`config.mk`:
```
export PLATFORM = sky130hd
export DESIGN_NAME = load_store_unit
export DESIGN_NICKNAME = d
export VERILOG_FILES = /design/src/rtl/load_store_unit.sv
export SDC_FILE = /design/constraint.sdc
export NUM_CORES = 1
export LEC_CHECK = 0
export BUFFER_PORTS_ARGS = -buffer_cell sky130_fd_sc_hd__buf_4
export CAP_MARGIN = 15
export CORE_ASPECT_RATIO = 2
export CORE_MARGIN = 2
export CORE_UTILIZATION = 45
export DETAILED_ROUTE_END_ITERATION = 6
export PLACE_DENSITY = 0.84
export SLEW_MARGIN = 20
export SYNTH_ARGS = -nofsm -noshare
export SYNTH_HDL_FRONTEND = slang
export SYNTH_SLANG_ARGS = --single-unit
```
`constraint.sdc`:
```
create_clock -name clk -period 2.33 [get_ports clk]
set_clock_uncertainty 0.15 [all_clocks]
set_input_delay 0.466 -clock clk [delete_from_list [all_inputs] [get_ports clk]]
set_output_delay 0.466 -clock clk [all_outputs]
set_load 0.02 [all_outputs]
```
`src/rtl/load_store_unit.sv`:
```
// -----------------------------------------------------------------------------
// load_store_unit
//
// Purpose:
//   Turns MIPS byte/halfword/word load and store requests from the execute stage
//   into word-aligned accesses on the data memory interface. The memory only
//   writes full 32-bit words, so SB/SH are done as a read-modify-write. busy
//   stalls the CPU while an access is in flight. resp_valid pulses for one cycle
//   when the access completes.
//
// Optional feature (compile-time macro LSU_ALIGN_CHECK_EN):
//   defined     - misaligned LH/LHU/SH/LW/SW skip memory and respond with
//                 addr_error=1 and resp_rdata=0
//   not defined - addr_error is tied low; halfword ops ignore addr[0] and
//                 word ops ignore addr[1:0]
//
// Ports:
//   clk, reset_n      clock (rising edge), asynchronous active-low reset
//   req_valid         request strobe, accepted only when busy=0
//   req_op[3:0]       0 LB, 1 LBU, 2 LH, 3 LHU, 4 LW, 8 SB, 9 SH, 10 SW
//   req_addr[31:0]    byte address
//   req_wdata[31:0]   right-aligned store data
//   busy              high whenever the FSM is not idle
//   resp_valid        one-cycle completion pulse
//   resp_rdata[31:0]  registered, extended load result (0 for stores/illegal)
//   addr_error        misalignment flag, valid with resp_valid
//   data_address      word-aligned memory address
//   data_read         memory read strobe
//   data_write        memory write strobe
//   data_writedata    full word to write
//   data_readdata     combinational memory read data
// -----------------------------------------------------------------------------
module load_store_unit (
    input  logic        clk,
    input  logic        reset_n,
    input  logic        req_valid,
    input  logic [3:0]  req_op,
    input  logic [31:0] req_addr,
    input  logic [31:0] req_wdata,
    output logic        busy,
    output logic        resp_valid,
    output logic [31:0] resp_rdata,
    output logic        addr_error,
    output logic [31:0] data_address,
    output logic        data_read,
    output logic        data_write,
    output logic [31:0] data_writedata,
    input  logic [31:0] data_readdata
);

    localparam logic [3:0] OpLb  = 4'd0;
    localparam logic [3:0] OpLbu = 4'd1;
    localparam logic [3:0] OpLh  = 4'd2;
    localparam logic [3:0] OpLhu = 4'd3;
    localparam logic [3:0] OpLw  = 4'd4;
    localparam logic [3:0] OpSb  = 4'd8;
    localparam logic [3:0] OpSh  = 4'd9;
    localparam logic [3:0] OpSw  = 4'd10;

    typedef enum logic [1:0] {
        StIdle,
        StAccess,
        StMerge,
        StResp
    } state_t;

    state_t      r_state;
    state_t      w_state_next;

    logic [3:0]  r_op;
    logic [31:0] r_addr;
    logic [31:0] r_wdata;
    logic [31:0] r_old;
    logic [31:0] r_rdata;

    logic        w_is_load;
    logic        w_is_rmw;
    logic        w_is_sw;
    logic        w_misaligned;
    logic        w_do_read;
    logic        w_do_sw;
    logic [7:0]  w_byte;
    logic [15:0] w_half;
    logic [31:0] w_load_ext;
    logic [31:0] w_merged;
    logic [31:0] w_resp_data;
    logic        w_read;
    logic        w_write;
    logic [31:0] w_writedata;

    // ---------------------------------------------------------------------
    // Decode of the captured request
    // ---------------------------------------------------------------------
    always_comb begin
        w_is_load = (r_op == OpLb) || (r_op == OpLbu) || (r_op == OpLh) ||
                    (r_op == OpLhu) || (r_op == OpLw);
        w_is_rmw  = (r_op == OpSb) || (r_op == OpSh);
        w_is_sw   = (r_op == OpSw);
    end

`ifdef LSU_ALIGN_CHECK_EN
    always_comb begin
        w_misaligned = (((r_op == OpLh) || (r_op == OpLhu) || (r_op == OpSh)) && r_addr[0]) ||
                       (((r_op == OpLw) || (r_op == OpSw)) && (r_addr[1:0] != 2'b00));
    end
`else
    assign w_misaligned = 1'b0;
`endif

    // Illegal and misaligned ops fall through both terms and touch no strobe.
    assign w_do_read = (w_is_load || w_is_rmw) && !w_misaligned;
    assign w_do_sw   = w_is_sw && !w_misaligned;

    // ---------------------------------------------------------------------
    // Load lane select and extension
    // ---------------------------------------------------------------------
    always_comb begin
        w_byte = data_readdata[{r_addr[1:0], 3'b000} +: 8];
        w_half = r_addr[1] ? data_readdata[31:16] : data_readdata[15:0];
        case (r_op)
            OpLb:    w_load_ext = {{24{w_byte[7]}}, w_byte};
            OpLbu:   w_load_ext = {24'h000000, w_byte};
            OpLh:    w_load_ext = {{16{w_half[15]}}, w_half};
            OpLhu:   w_load_ext = {16'h0000, w_half};
            OpLw:    w_load_ext = data_readdata;
            default: w_load_ext = 32'h0000_0000;
        endcase
    end

    // ---------------------------------------------------------------------
    // Store merge: old word with the addressed lane replaced
    // ---------------------------------------------------------------------
    always_comb begin
        w_merged = r_old;
        if (r_op == OpSb) begin
            w_merged[{r_addr[1:0], 3'b000} +: 8] = r_wdata[7:0];
        end else if (r_addr[1]) begin
            w_merged[31:16] = r_wdata[15:0];
        end else begin
            w_merged[15:0] = r_wdata[15:0];
        end
    end

    // ---------------------------------------------------------------------
    // Next-state and memory strobes
    // ---------------------------------------------------------------------
    always_comb begin
        w_state_next = r_state;
        w_read       = 1'b0;
        w_write      = 1'b0;
        w_writedata  = 32'h0000_0000;
        case (r_state)
            StIdle: begin
                if (req_valid) begin
                    w_state_next = StAccess;
                end
            end
            StAccess: begin
                if (w_do_read) begin
                    w_read       = 1'b1;
                    w_state_next = w_is_rmw ? StMerge : StResp;
                end else if (w_do_sw) begin
                    w_write      = 1'b1;
                    w_writedata  = r_wdata;
                    w_state_next = StResp;
                end else begin
                    w_state_next = StResp;
                end
            end
            StMerge: begin
                w_write      = 1'b1;
                w_writedata  = w_merged;
                w_state_next = StResp;
            end
            StResp: begin
                w_state_next = StIdle;
            end
            default: begin
                w_state_next = StIdle;
            end
        endcase
    end

    // Only a real load completing from ACCESS carries data; everything else
    // (stores, illegal, misaligned) responds with zero.
    assign w_resp_data = ((r_state == StAccess) && w_do_read && w_is_load) ? w_load_ext
                                                                           : 32'h0000_0000;

    // ---------------------------------------------------------------------
    // State
    // ---------------------------------------------------------------------
    always_ff @(posedge clk or negedge reset_n) begin
        if (!reset_n) begin
            r_state <= StIdle;
            r_op    <= 4'h0;
            r_addr  <= 32'h0000_0000;
            r_wdata <= 32'h0000_0000;
            r_old   <= 32'h0000_0000;
            r_rdata <= 32'h0000_0000;
        end else begin
            r_state <= w_state_next;
            if ((r_state == StIdle) && req_valid) begin
                r_op    <= req_op;
                r_addr  <= req_addr;
                r_wdata <= req_wdata;
            end
            if ((r_state == StAccess) && w_do_read && w_is_rmw) begin
                r_old <= data_readdata;
            end
            // Update only on entry to RESP so the result holds until the next one.
            if ((r_state != StResp) && (w_state_next == StResp)) begin
                r_rdata <= w_resp_data;
            end
        end
    end

    // ---------------------------------------------------------------------
    // Outputs
    // ---------------------------------------------------------------------
    assign busy           = (r_state != StIdle);
    assign resp_valid     = (r_state == StResp);
    assign resp_rdata     = r_rdata;
    assign addr_error     = (r_state == StResp) && w_misaligned;
    assign data_address   = {r_addr[31:2], 2'b00};
    assign data_read      = w_read;
    assign data_write     = w_write;
    assign data_writedata = w_writedata;

endmodule

```
==> flow_summary.toml <==
[status]
outcome = "finished, violations left"
violations = "setup timing"

[critical_path]
worstPathCellList = "or4b_4, mux2i_2, and2_4, buf_12, o2bb2ai_4, buf_6"
startpoint = "r_op[0]"
cp_top_family = "simple AND/OR/NAND/NOR gates"
r2r_start = "r_addr[1]"
cp_data_required_time_ns = 1.71
cp_slowest_cell = "or4b_4"
r2r_setup_slack_ns = 0.06
reg2reg_to = "resp_rdata[18]"
cp_max_fo = 7
crit_arrival_ns = 2.29
rr_worst_depth = 6
max_stage_delay_ns = 0.60
crit_type = "reg -> out"
crit_path_start_kind = "flip-flop"
crit_buf_inv = 2
end_kind = "output port"

[routing]
routed_wl_um = 23000
first_iter_violations = 374
drt_first_pass_iters = 7
antenna_left = 0
post_drt_wl_per_cell_um = 23.0
vias_per_cell = 6.02
num_vias = 6031
drc = 0

[clock_network]
clkSinkCount = 134
cts.reportedPaths.clkPinSlew_ns = 0.07
cts_buffers = 17
clockRootBuffer = "clkbuf_16"
h-tree-depth = 4
clk_latency_ns = 0.42
cts_buffer_depth = 2
cts_tree = "done"

[power_and_ir_drop]
swShare_pct = 41.3
p_seq_share_pct = 28.8
p_switching_mw = 6.36
pwr_density_cell_mw_per_mm2 = 1520
clockPowerShare_pct = 17.3
pwr-share-comb_pct = 53.9
p_int_mw = 9.03
p_leak_nw = 4.61
ir_worst_vdd_mv = 0.772

[cells_and_area]
stdcell_count = 1002
drive_gt1_share_pct = 61.7
fillers = 1089
seq_area_mm2 = 0.00336
area_growth_pct = 44.0
antenna_cells = 0
multi_input_area_mm2 = 0.00356
final_nets = 904

[grt]
grt_max_degree = 57
grt_pass1_wl_um = 34100
antenna_found_initial = 0
grt_use_total_pct = 26.6
grt_overflow = 0
first_global_vias = 6316

[synthesis]
ys_async_sr_fraction_pct = 100
netlist.area_leader.share_pct = 47.8
ys_seq_area_share_pct = 47.8
avgSynthCellArea_um2 = 12.3
yosys_warnings = 0
netlist_instances = 571
ys_ff_latch = 134
synth_largest_area_cell = "dfrtp_1"
synth_edf_count = 0
ys.flop_type = "dfrtp_1"
yosys.cell_types.count = 53
syn_area_mm2 = 0.00702
synth_area_leaders = "dfrtp_1 (48%), mux2_2 (20%), o2bb2ai_1 (4.7%), buf_4 (4.1%), a221oi_1 (2.4%)"

[floorplanning]
core_area_mm2 = 0.0153
die_area_mm2 = 0.0167
die_h_um = 181
start_util_pct = 45.9
die_w_um = 92.3
rows = 64
io_pins = 204

[place]
hpwl_um = 16900
port_buffers = 200
place_congestion = 0.942
dp.cells = 952

[min_path]
min-delay-start = "req_addr[27]"
holdPathStages = 2
hold_class = "in -> reg"
min_to = "r_addr[27]"

[sta]
finalHoldViolCount = 0
worst_slew_pin_slew_ns = 0.563
maxSlewViolCount = 0
relSlewSlack_pct = 62.4
grt_setup_unrepaired = "yes"
max_freq_mhz = 344
holdWs_ns = 0.119
period_share_pct = 125
min_period_ns = 2.90
fin_setup_tns_ns = -16.70
fin_ws_ns = -0.574
setup_viol = 33

[flow_run]
drv_cap = 0
==> flip-flops by register name, summed over array words and instances (netlist names) <==
name / count
r_state: 2
resp_rdata: 32
r_old: 32
r_op: 4
r_addr: 32
r_wdata: 32
==> synth_stat cells (7+ instances only) <==
| master | count |
|---|---|
| o21ai_0 | 16 |
| o2bb2ai_1 | 38 |
| buf_4 | 38 |
| clkbuf_1 | 11 |
| inv_1 | 11 |
| mux2_2 | 122 |
| buf_1 | 10 |
| ha_1 | 10 |
| mux2i_1 | 9 |
| and3_1 | 9 |
| a22o_1 | 9 |
| a221o_1 | 8 |
| nor2_1 | 9 |
| buf_2 | 11 |
| a221oi_1 | 19 |
| a21oi_1 | 11 |
| a22oi_1 | 17 |
| nand2_1 | 19 |
| dfrtp_1 | 134 |
| a222oi_1 | 7 |
==> stage by stage <==
stage / setup slack [ns] / utilization [%] / area, µm² / total power [mW]
5_1_grt: -0.636 / 66.1 / 10100 / 16.1
2_1_floorplan: -0.0664 / - / 7280 / 9.26
4_1_cts: -0.577 / 64.6 / 9880 / 14.9
3_3_place_gp: -0.144 / 59.3 / 9060 / 11.6
3_5_place_dp: -0.219 / 59.3 / 9060 / 11.8
6_report: -0.574 / 66.1 / 10100 / 15.4
==> layer usage <==
metal / wire (µm) / global-route usage, %
met2: 12400 / 47.8
met3: 1330 / 3.76
met5: 0 / 0
met1: 7710 / 28.4
met4: 1560 / 17.6
==> power by group through the flow <==
stage	Combinational, mW	Clock [mW]	Sequential, mW
5_1_grt	8.73	2.80	4.54
2_1_floorplan	5.00	0	4.27
3_3_place_gp	7.27	0	4.29
4_1_cts	7.88	2.68	4.35
3_5_place_dp	7.47	0	4.37
6_report	8.29	2.66	4.44
==> cell families after synthesis <==
group / after synthesis / share of synthesized area (%)
adder cells (fa/ha/maj): 10 / 1.78
buffers and inverters: 86 / 7.16
AO/OA/AOI/OAI: 141 / 16.1
other: 1 / 0.0534
multiplexers: 132 / 21.2
AND/OR/NAND/NOR: 67 / 5.99
flip-flops: 134 / 47.8
==> what timing repair did <==
| action | CTS | global route |
|---|---|---|
| cloned | 0 | 1 |
| endpoints found under the setup margin | 40 | 48 |
| setup buffers | 7 | 10 |
| gates resized for setup | 50 | 34 |
| hold buffers | 1 | 0 |
| pin swaps | 9 | 5 |
| endpoints found under the hold margin | 48 | 0 |
==> worst max path at each step <==
stage                               endpoint  cells past startpoint
final                      data_writedata[6]                      6
after global routing       data_writedata[6]                      6
after floorplan            data_writedata[0]                      7
after global placement    data_writedata[15]                      6
after detailed placement  data_writedata[12]                      6
after CTS                 data_writedata[14]                      6
==> layout by cell type, fill, tap and decap left out, types with 3 or more instances in the layout <==
cell type    n
o2bb2ai_1   31
buf_6       38
a22oi_2      3
a221o_1      8
nor2_4       3
o21ai_2      7
a221oi_2     9
a22oi_1     14
nand2_1     16
a31oi_1      3
nor4b_4      3
a222oi_1     7
nor2b_1      3
a22o_1       8
mux2_2     122
nor2_1       5
nand2_2      3
a221oi_1    10
mux2i_1      7
inv_2        3
a32o_2       3
dfrtp_1    132
clkbuf_16   18
o21ai_0      7
ha_1         7
inv_8        3
buf_12       8
a21oi_1      9
inv_1        6
buf_4      224
and3_1       9
conb_1       3
o2bb2ai_4    7
inv_6        9
==> layout make-up <==
class / count / share of cell area, %
clock buffer: 17 / 4.21
clock inverter: 15 / 1.53
inverter: 12 / 0.544
multi-input combinational: 353 / 35.2
sequential: 134 / 33.2
tap: 198 / 2.45
timing repair buffer: 273 / 22.9
Power figures use the tool's default switching activity.
